`config.mk`:
```
export PLATFORM = sky130hd
export DESIGN_NAME = ds_hazard_scoreboard_flat
export DESIGN_NICKNAME = d
export VERILOG_FILES = /design/src/rtl/ds_hazard_scoreboard_if.sv /design/src/rtl/ds_hazard_scoreboard.sv /design/src/flat_wrapper.sv
export SDC_FILE = /design/constraint.sdc
export NUM_CORES = 1
export LEC_CHECK = 0
export CORE_AREA = 2 2 115 117
export CTS_CLUSTER_SIZE = 30
export DETAILED_ROUTE_END_ITERATION = 12
export DIE_AREA = 0 0 117 119
export HOLD_SLACK_MARGIN = 0.06
export PLACE_DENSITY = 0.88
export SYNTH_ARGS = -nofsm -noshare
export SYNTH_HDL_FRONTEND = slang
export SYNTH_SLANG_ARGS = --single-unit
```
`constraint.sdc`:
```
create_clock -name clk -period 4.05 [get_ports clk]
set_input_delay 0.81 -clock clk [delete_from_list [all_inputs] [get_ports clk]]
set_output_delay 0.81 -clock clk [all_outputs]
set_load 0.02 [all_outputs]
```
`src/rtl/ds_hazard_scoreboard_if.sv`:
```
`default_nettype none
// ============================================================================
// Module   : ds_hazard_scoreboard_if
// Brief    : Decode/issue/writeback signal bundle for the hazard scoreboard.
// Revision : 1.0
// ============================================================================
interface ds_hazard_scoreboard_if;
    logic        ds_valid;
    logic [4:0]  ds_rs_addr;
    logic [4:0]  ds_rt_addr;
    logic        ds_rs_used;
    logic        ds_rt_used;
    logic        issue_fire;
    logic        issue_rf_we;
    logic [4:0]  issue_rf_waddr;
    logic        wb_fire;
    logic        wb_rf_we;
    logic [4:0]  wb_rf_waddr;
    logic        flush;
    logic        ds_ready_go;
    logic [31:0] busy_mask;
    logic        sb_err;
    logic [31:0] stall_cycles;

    modport master (
        output ds_valid, ds_rs_addr, ds_rt_addr, ds_rs_used, ds_rt_used,
               issue_fire, issue_rf_we, issue_rf_waddr,
               wb_fire, wb_rf_we, wb_rf_waddr, flush,
        input  ds_ready_go, busy_mask, sb_err, stall_cycles
    );

    modport slave (
        input  ds_valid, ds_rs_addr, ds_rt_addr, ds_rs_used, ds_rt_used,
               issue_fire, issue_rf_we, issue_rf_waddr,
               wb_fire, wb_rf_we, wb_rf_waddr, flush,
        output ds_ready_go, busy_mask, sb_err, stall_cycles
    );
endinterface
`default_nettype wire

```
`src/rtl/ds_hazard_scoreboard.sv`:
```
`default_nettype none
// ============================================================================
// Module   : ds_hazard_scoreboard
// Brief    : Per-register in-flight write counters producing RAW-hazard stall.
// Revision : 1.0
// ============================================================================
module ds_hazard_scoreboard #(
    parameter int CNT_W     = 2,
    parameter int WB_BYPASS = 0
) (
    input  wire                          clk,
    input  wire                          reset,
    ds_hazard_scoreboard_if.slave        sb
);
    localparam logic [CNT_W-1:0] C_CNT_MAX = '1;
    localparam logic [CNT_W-1:0] C_CNT_ONE = CNT_W'(1);

    logic [CNT_W-1:0] cnt_q [1:31];
    logic [CNT_W-1:0] cnt_d [1:31];
    logic             sb_err_q, sb_err_d;
    logic [31:0]      stall_cycles_q, stall_cycles_d;

    logic        issue_hit, wb_hit;
    logic [31:0] busy_mask;
    logic        rs_busy, rt_busy, rs_one, rt_one;
    logic        rs_haz, rt_haz, ready_go;

    assign issue_hit = sb.issue_fire && sb.issue_rf_we && (sb.issue_rf_waddr != 5'd0);
    assign wb_hit    = sb.wb_fire && sb.wb_rf_we && (sb.wb_rf_waddr != 5'd0);

    // Source lookups only span 1..31, so an r0 source can never look busy.
    always_comb begin
        busy_mask = '0;
        rs_busy   = 1'b0;
        rt_busy   = 1'b0;
        rs_one    = 1'b0;
        rt_one    = 1'b0;
        for (int i = 1; i < 32; i++) begin
            busy_mask[i] = (cnt_q[i] != '0);
            if (sb.ds_rs_addr == 5'(i)) begin
                rs_busy = busy_mask[i];
                rs_one  = (cnt_q[i] == C_CNT_ONE);
            end
            if (sb.ds_rt_addr == 5'(i)) begin
                rt_busy = busy_mask[i];
                rt_one  = (cnt_q[i] == C_CNT_ONE);
            end
        end
    end

    always_comb begin
        rs_haz = sb.ds_rs_used && rs_busy;
        rt_haz = sb.ds_rt_used && rt_busy;
        // Write-first RF: the retiring last pending write satisfies the read now.
        if (WB_BYPASS != 0) begin
            if (wb_hit && (sb.wb_rf_waddr == sb.ds_rs_addr) && rs_one) rs_haz = 1'b0;
            if (wb_hit && (sb.wb_rf_waddr == sb.ds_rt_addr) && rt_one) rt_haz = 1'b0;
        end
        ready_go = !sb.ds_valid || !(rs_haz || rt_haz);
    end

    always_comb begin
        cnt_d          = cnt_q;
        sb_err_d       = sb_err_q;
        stall_cycles_d = stall_cycles_q;
        if (sb.ds_valid && !ready_go) stall_cycles_d = stall_cycles_q + 32'd1;
        for (int i = 1; i < 32; i++) begin
            if (sb.flush) begin
                cnt_d[i] = '0;
            end else if (issue_hit && (sb.issue_rf_waddr == 5'(i)) &&
                         !(wb_hit && (sb.wb_rf_waddr == 5'(i)))) begin
                if (cnt_q[i] == C_CNT_MAX) sb_err_d = 1'b1;
                else                       cnt_d[i] = cnt_q[i] + C_CNT_ONE;
            end else if (wb_hit && (sb.wb_rf_waddr == 5'(i)) &&
                         !(issue_hit && (sb.issue_rf_waddr == 5'(i)))) begin
                if (cnt_q[i] == '0) sb_err_d = 1'b1;
                else                cnt_d[i] = cnt_q[i] - C_CNT_ONE;
            end
        end
    end

    always_ff @(posedge clk or posedge reset) begin
        if (reset) begin
            for (int i = 1; i < 32; i++) cnt_q[i] <= '0;
            sb_err_q       <= 1'b0;
            stall_cycles_q <= 32'd0;
        end else begin
            cnt_q          <= cnt_d;
            sb_err_q       <= sb_err_d;
            stall_cycles_q <= stall_cycles_d;
        end
    end

    assign sb.ds_ready_go  = ready_go;
    assign sb.busy_mask    = busy_mask;
    assign sb.sb_err       = sb_err_q;
    assign sb.stall_cycles = stall_cycles_q;
endmodule
`default_nettype wire

```
`src/flat_wrapper.sv`:
```
// flat-port wrapper written by rule: the top's interface ports become plain ports
module ds_hazard_scoreboard_flat 
#(
    parameter int CNT_W     = 2,
    parameter int WB_BYPASS = 0
)
  (clk, reset, sb_ds_valid, sb_ds_rs_addr, sb_ds_rt_addr, sb_ds_rs_used, sb_ds_rt_used, sb_issue_fire, sb_issue_rf_we, sb_issue_rf_waddr, sb_wb_fire, sb_wb_rf_we, sb_wb_rf_waddr, sb_flush, sb_ds_ready_go, sb_busy_mask, sb_sb_err, sb_stall_cycles);
  ds_hazard_scoreboard_if sb_i ();
  input  wire clk;
  input  wire reset;
  input wire logic [$bits(sb_i.ds_valid)-1:0] sb_ds_valid;
  input wire logic [$bits(sb_i.ds_rs_addr)-1:0] sb_ds_rs_addr;
  input wire logic [$bits(sb_i.ds_rt_addr)-1:0] sb_ds_rt_addr;
  input wire logic [$bits(sb_i.ds_rs_used)-1:0] sb_ds_rs_used;
  input wire logic [$bits(sb_i.ds_rt_used)-1:0] sb_ds_rt_used;
  input wire logic [$bits(sb_i.issue_fire)-1:0] sb_issue_fire;
  input wire logic [$bits(sb_i.issue_rf_we)-1:0] sb_issue_rf_we;
  input wire logic [$bits(sb_i.issue_rf_waddr)-1:0] sb_issue_rf_waddr;
  input wire logic [$bits(sb_i.wb_fire)-1:0] sb_wb_fire;
  input wire logic [$bits(sb_i.wb_rf_we)-1:0] sb_wb_rf_we;
  input wire logic [$bits(sb_i.wb_rf_waddr)-1:0] sb_wb_rf_waddr;
  input wire logic [$bits(sb_i.flush)-1:0] sb_flush;
  output wire logic [$bits(sb_i.ds_ready_go)-1:0] sb_ds_ready_go;
  output wire logic [$bits(sb_i.busy_mask)-1:0] sb_busy_mask;
  output wire logic [$bits(sb_i.sb_err)-1:0] sb_sb_err;
  output wire logic [$bits(sb_i.stall_cycles)-1:0] sb_stall_cycles;
  assign sb_i.ds_valid = sb_ds_valid;
  assign sb_i.ds_rs_addr = sb_ds_rs_addr;
  assign sb_i.ds_rt_addr = sb_ds_rt_addr;
  assign sb_i.ds_rs_used = sb_ds_rs_used;
  assign sb_i.ds_rt_used = sb_ds_rt_used;
  assign sb_i.issue_fire = sb_issue_fire;
  assign sb_i.issue_rf_we = sb_issue_rf_we;
  assign sb_i.issue_rf_waddr = sb_issue_rf_waddr;
  assign sb_i.wb_fire = sb_wb_fire;
  assign sb_i.wb_rf_we = sb_wb_rf_we;
  assign sb_i.wb_rf_waddr = sb_wb_rf_waddr;
  assign sb_i.flush = sb_flush;
  assign sb_ds_ready_go = sb_i.ds_ready_go;
  assign sb_busy_mask = sb_i.busy_mask;
  assign sb_sb_err = sb_i.sb_err;
  assign sb_stall_cycles = sb_i.stall_cycles;
  ds_hazard_scoreboard #(.CNT_W(CNT_W), .WB_BYPASS(WB_BYPASS)) u_core (.clk(clk), .reset(reset), .sb(sb_i));
endmodule
```
# [Word level (Yosys, flattened, before mapping)]
# Cells that the tools add are included.
[totals] wordCells=1009 ff_bits=95 out_inout_bits=66 input_bits=30
[classes] n_reduce_logical=324 n_mux=372 add_sub_neg=63 n_eq_ne=217
[ops] operator="5-bit equality test, second input constant" count=64
[ops] operator="2-bit two-way mux" count=155
[ops] operator="1-bit two-way mux" count=217
[ops] operator="5-bit by 4-bit equality test with 1-bit output, second input constant" count=32
[ops] operator="1-bit logical AND" count=131
[ops] operator="3-bit by 2-bit inequality test with 1-bit output, second input constant" count=31
[ops] operator="3-bit inequality test, second input constant" count=31
[ops] operator="3-bit AND reduction" count=31
[ops] operator="3-bit nonzero test" count=31
[ops] operator="5-bit by 3-bit equality test with 1-bit output, second input constant" count=16
[ops] operator="1-bit logical NOT" count=65
[ops] operator="2-bit by 1-bit adder with 2-bit output, second input constant" count=31
[ops] operator="2-bit equality test, second input constant" count=31
[ops] operator="2-bit logical NOT" count=31
[ops] operator="2-bit nonzero test" count=31
[ops] operator="2-bit by 1-bit subtractor with 2-bit output, second input constant" count=31
[ops] operator="5-bit by 2-bit equality test with 1-bit output, second input constant" count=8
[ops] operator="32-bit by 1-bit adder with 32-bit output, second input constant" count=1
[ops] operator="5-bit by 1-bit equality test with 1-bit output, second input constant" count=4
[ops] operator="5-bit nonzero test" count=2
[ops] operator="1-bit logical OR" count=2

# [Logic depth before layout (Yosys ltp)]
[depth] ltp_word=128 mapped_depth=13 ltp_nobuf=10

# [Worst setup path before layout]
# Ideal clock, no wire load.
[synth_timing] path_type="input to output" start="in sb_ds_rs_addr[0]" end="out sb_ds_ready_go" path_stages=9 path_slack_ns=0.603 path_buffers=1 arrival_ns=2.637 path_cell_list="buf_2 > nand2_1 > or4_1 > o311ai_1 > o31ai_1 > a21oi_1 > o31ai_2 > a311oi_2 > nand2b_1"
[synth_between] elab_chain_cells=36
[synth_lines] element="start, declared" line="flat_wrapper.sv:12" rtl="input wire logic [$bits(sb_i.ds_rs_addr)-1:0] sb_ds_rs_addr;"
[synth_lines] element="5-bit by 1-bit equality test with 1-bit output" line="ds_hazard_scoreboard.sv:40" rtl="if (sb.ds_rs_addr == 5'(i)) begin"
[synth_lines] element="1-bit two-way mux (30 in series)" line="ds_hazard_scoreboard.sv:40"
[synth_lines] element="1-bit two-way mux *" line="ds_hazard_scoreboard.sv:40"
[synth_lines] element="1-bit logical AND *" line="ds_hazard_scoreboard.sv:52" rtl="rs_haz = sb.ds_rs_used && rs_busy;"
[synth_lines] element="1-bit logical OR *" line="ds_hazard_scoreboard.sv:59" rtl="ready_go = !sb.ds_valid || !(rs_haz || rt_haz);"
[synth_lines] element="1-bit logical NOT *" line="ds_hazard_scoreboard.sv:59"
[synth_lines] element="1-bit logical OR *" line="ds_hazard_scoreboard.sv:59"
[synth_lines] element="end, declared" line="flat_wrapper.sv:23" rtl="output wire logic [$bits(sb_i.ds_ready_go)-1:0] sb_ds_ready_go;"
# Every way passes the cells marked *; elsewhere a longest branch is shown, timed or not.

# [Final worst setup path]
[layout_timing] start="in sb_ds_rs_addr[3]" end="out sb_ds_ready_go"
# Same word-level chain as after synthesis.

==> summary.txt <==
Outcome
  – Result of the run: finished, final reports clean

Route
  – Antenna Violating Nets Remaining: 0
  – Total wire length: 23100 um
  – Ratio of routed vias to standard cells: 6.38
  – DRC marker count from the first detailed-route iteration: 918
  – Via total after detailed routing: 7826
  – Number of iterations in the first detailed-routing pass: 6
  – Total DRC errors in the routed layout: 0
  – Routed len/inst: 18.8 um

Logic synthesis
  – Synth area leaders: dfrtp_1 (34%), a21oi_1 (7.1%), o21ai_0 (5.6%), nor2_1 (5.4%), nand2_1 (4.6%)
  – Total number of yosys warnings: 0
  – Async set-or-reset flop fraction in the synthesized netlist: 100%
  – Leading area contributor after synthesis: dfrtp_1
  – Flip-flop and latch count after synthesis: 95
  – Count leader, synth: nor2_1
  – Synth Net Count: 944
  – Leading post-synthesis cells by instance count: nor2_1 (99), a21oi_1 (98), dfrtp_1 (95), nand2_1 (85), o21ai_0 (78)
  – Count of distinct cell types in the synthesized netlist: 69
  – Portion of the post-synthesis area used by sequential elements: 34.3%
  – Primary FF master, synth: dfrtp_1
  – Cell area after technology mapping: 6930 um^2
  – Synth top area share: 34.3%
  – Number of enable flip-flop cells after synthesis: 0
  – Cell count after synthesis: 913
  – Mapped Avg Cell Area: 7.59 um^2

STA
  – Setup Skew: 0.00988 ns
  – Final number of hold-violating endpoints: 0
  – Final slew viol count: 0
  – Min Clock Period, post-route: 3.97 ns
  – Ratio of final minimum period to clock period: 97.9%
  – PnR worst setup slack: 0.0842 ns
  – Upper clock frequency limit: 252 MHz
  – Number of endpoints failing setup at the final stage: 0
  – Normalized max-slew margin: 24.8%
  – Transition at the pin with the smallest max-transition slack: 1.12 ns

Place
  – Post-detail-place hpwl: 17200 um
  – Dpl ws: -0.449 ns
  – Final weighted congestion of routability-driven global placement: 1.01
  – Count of buffers inserted at the top-level ports: 94
  – Area after DPL: 8410 um^2

Global route
  – Wire length of the first global-routing pass: 35600 um
  – Antenna violations before repair: 0
  – Largest net degree at the start of global routing: 57
  – All-layer global routing usage: 32.9%
  – Total congestion overflow after global routing: 0
  – Number of global-route vias before repair: 7032

Setup path
  – Data required time of the critical path: 3.24 ns
  – Nature of the critical path endpoint: primary output
  – Maximum fanout along the worst path: 8
  – Class of the most critical setup path: input port to primary output
  – WP data arrival: 3.16 ns
  – Nature of the critical path startpoint: input port

Clock tree
  – Number of buffers added by the clock tree synthesis step: 9
  – Number of buffers inserted for hold repair after clock tree synthesis: 0
  – Clock Pin Slew Worst Setup and Hold Paths: 0.07 ns
  – Post-CTS Setup Bufs: 0
  – Clock tree from TritonCTS: built
  – Clock Sink Count: 95
  – Root cell of the clock tree: clkbuf_16
  – Max clock buf depth: 2
  – Worst-skew pair later-pin latency: 0.36 ns
  – Maximum level of the CTS H-tree: 3

Floorplan
  – Overall die area: 13900 um^2
  – Ports placed on the boundary: 96
  – Die height: 119 um
  – Chip width: 117 um
  – Starting Density: 53.8%
  – Core area: 12900 um^2
  – Num rows: 42

Final layout
  – Fraction of final layout cells with drive strength greater than 1: 11.8%
  – N_diodes: 0
  – Synth-to-Final Area Change: 27.6%
  – Post-layout nets: 1076
  – Summed area of non-filler cells in the final layout: 8840 um^2

Pwr
  – Peak VDD IR: 200 uV
  – Static leakage power: 3.87 nW
  – Overall Power: 0.00233 W
  – Power density over the cells: 264 nW/um^2

Worst hold path
  – Hold/Removal Path Class: register to register

Flow run
  – Max-cap violations: 0
==> state kept, by name, indices dropped and copies added (netlist names) <==
signal	count
u_core.sb.sb_err	1
u_core.cnt_q	62
u_core.sb.stall_cycles	32
==> layout make-up <==
| cell class | instances | area, um^2 |
|---|---|---|
| Timing Repair Buffer | 157 | 1430 |
| Clock buffer | 9 | 225 |
| Clock inverter | 7 | 97.6 |
| Fill cell | 1026 | 4040 |
| Sequential cell | 95 | 2380 |
| Tap cell | 176 | 220 |
| Multi-Input combinational cell | 731 | 4300 |
| Inverter | 51 | 194 |
==> cells in the final DEF (no fill, tap or decap), drive strengths merged, types with 18 or more instances in the layout <==
master         netlist  layout
nor2                99      99
a21oi               98      98
dfrtp               95      95
clkdlybuf4s50        0      89
nand2               85      85
o21ai               79      79
buf                 14      65
nor3                54      54
inv                 51      54
nand3               53      53
a211oi              27      27
xor2                26      26
nand2b              18      18
==> path summary, 6_finish.rpt <==
kind,startpoint,endpoint,slack (ns),cells after the start
worst max-delay path,sb_ds_rs_addr[3],sb_ds_ready_go,0.08,11
worst min-delay path,u_core.sb.stall_cycles[9],u_core.sb.stall_cycles[9],0.50,1
worst max register to register,u_core.cnt_q[20],u_core.sb.stall_cycles[24],1.06,11
worst min register to register,u_core.sb.stall_cycles[9],u_core.sb.stall_cycles[9],0.50,1
max in group asynchronous,reset,u_core.cnt_q[18],2.37,3
min in group asynchronous,reset,u_core.sb.stall_cycles[13],0.92,2
==> cells by family (layout without fill, tap and decap cells) <==
| group | count (synthesis) | in the layout | share of synthesized area, % |
|---|---|---|---|
| simple gates | 412 | 412 | 30.8 |
| compound gates | 275 | 275 | 24.1 |
| fa+ha+maj | 1 | 1 | 0.181 |
| other cells | 1 | 1 | 0.0541 |
| mux | 11 | 11 | 1.63 |
| xor+xnor | 31 | 31 | 3.92 |
| buf+inv | 87 | 224 | 5.02 |
| flops | 95 | 95 | 34.3 |
==> what timing repair did <==
item | 4_1_cts | 5_1_grt
gates resized for setup | 5 | 19
endpoints found under the setup margin | 1 | 1
pin swaps | 2 | 7
gates cloned | 0 | 0
==> report_power, final <==
| part | internal (W) | leakage (nW) | total, W | switching [W] |
|---|---|---|---|---|
| clock | 0.000500 | 0.158 | 0.000931 | 0.000431 |
| sequential | 0.000972 | 1.30 | 0.00101 | 0.0000332 |
| combinational | 0.000170 | 2.41 | 0.000396 | 0.000227 |
==> critical path, cell delays in order <==
cell	delay [ns]
clkdlybuf4s50_1	0.45
buf_4	0.15
nand2b_1	0.10
or4_1	0.50
o311ai_2	0.10
a21oi_1	0.07
a21oi_1	0.27
o31ai_4	0.10
a311oi_4	0.30
nand2b_4	0.17
buf_4	0.14
==> per-stage QoR <==
stage	util, %	std cells	setup TNS, ns	hold WS [ns]
floorplan	-	913	0	0.482
global placement	65.4	1210	-0.405	0.455
detailed placement	65.4	1210	-0.449	0.493
CTS	67.9	1226	0	0.504
global route	68.6	1226	-0.00551	0.513
finish	68.6	1226	0	0.501
==> metal layers <==
metal / GRT usage [%] / routed length, um / share of wire, % / up-vias
li1: - / - / - / 3576
met1: 43.4 / 8760 / 38 / 3612
met2: 51.0 / 10500 / 46 / 524
met3: 7.33 / 2630 / 11 / 114
met4: 15.4 / 1160 / 5.0 / 0
met5: 0 / 0 / 0 / -
Note: power is estimated with default switching activity, not from simulation.
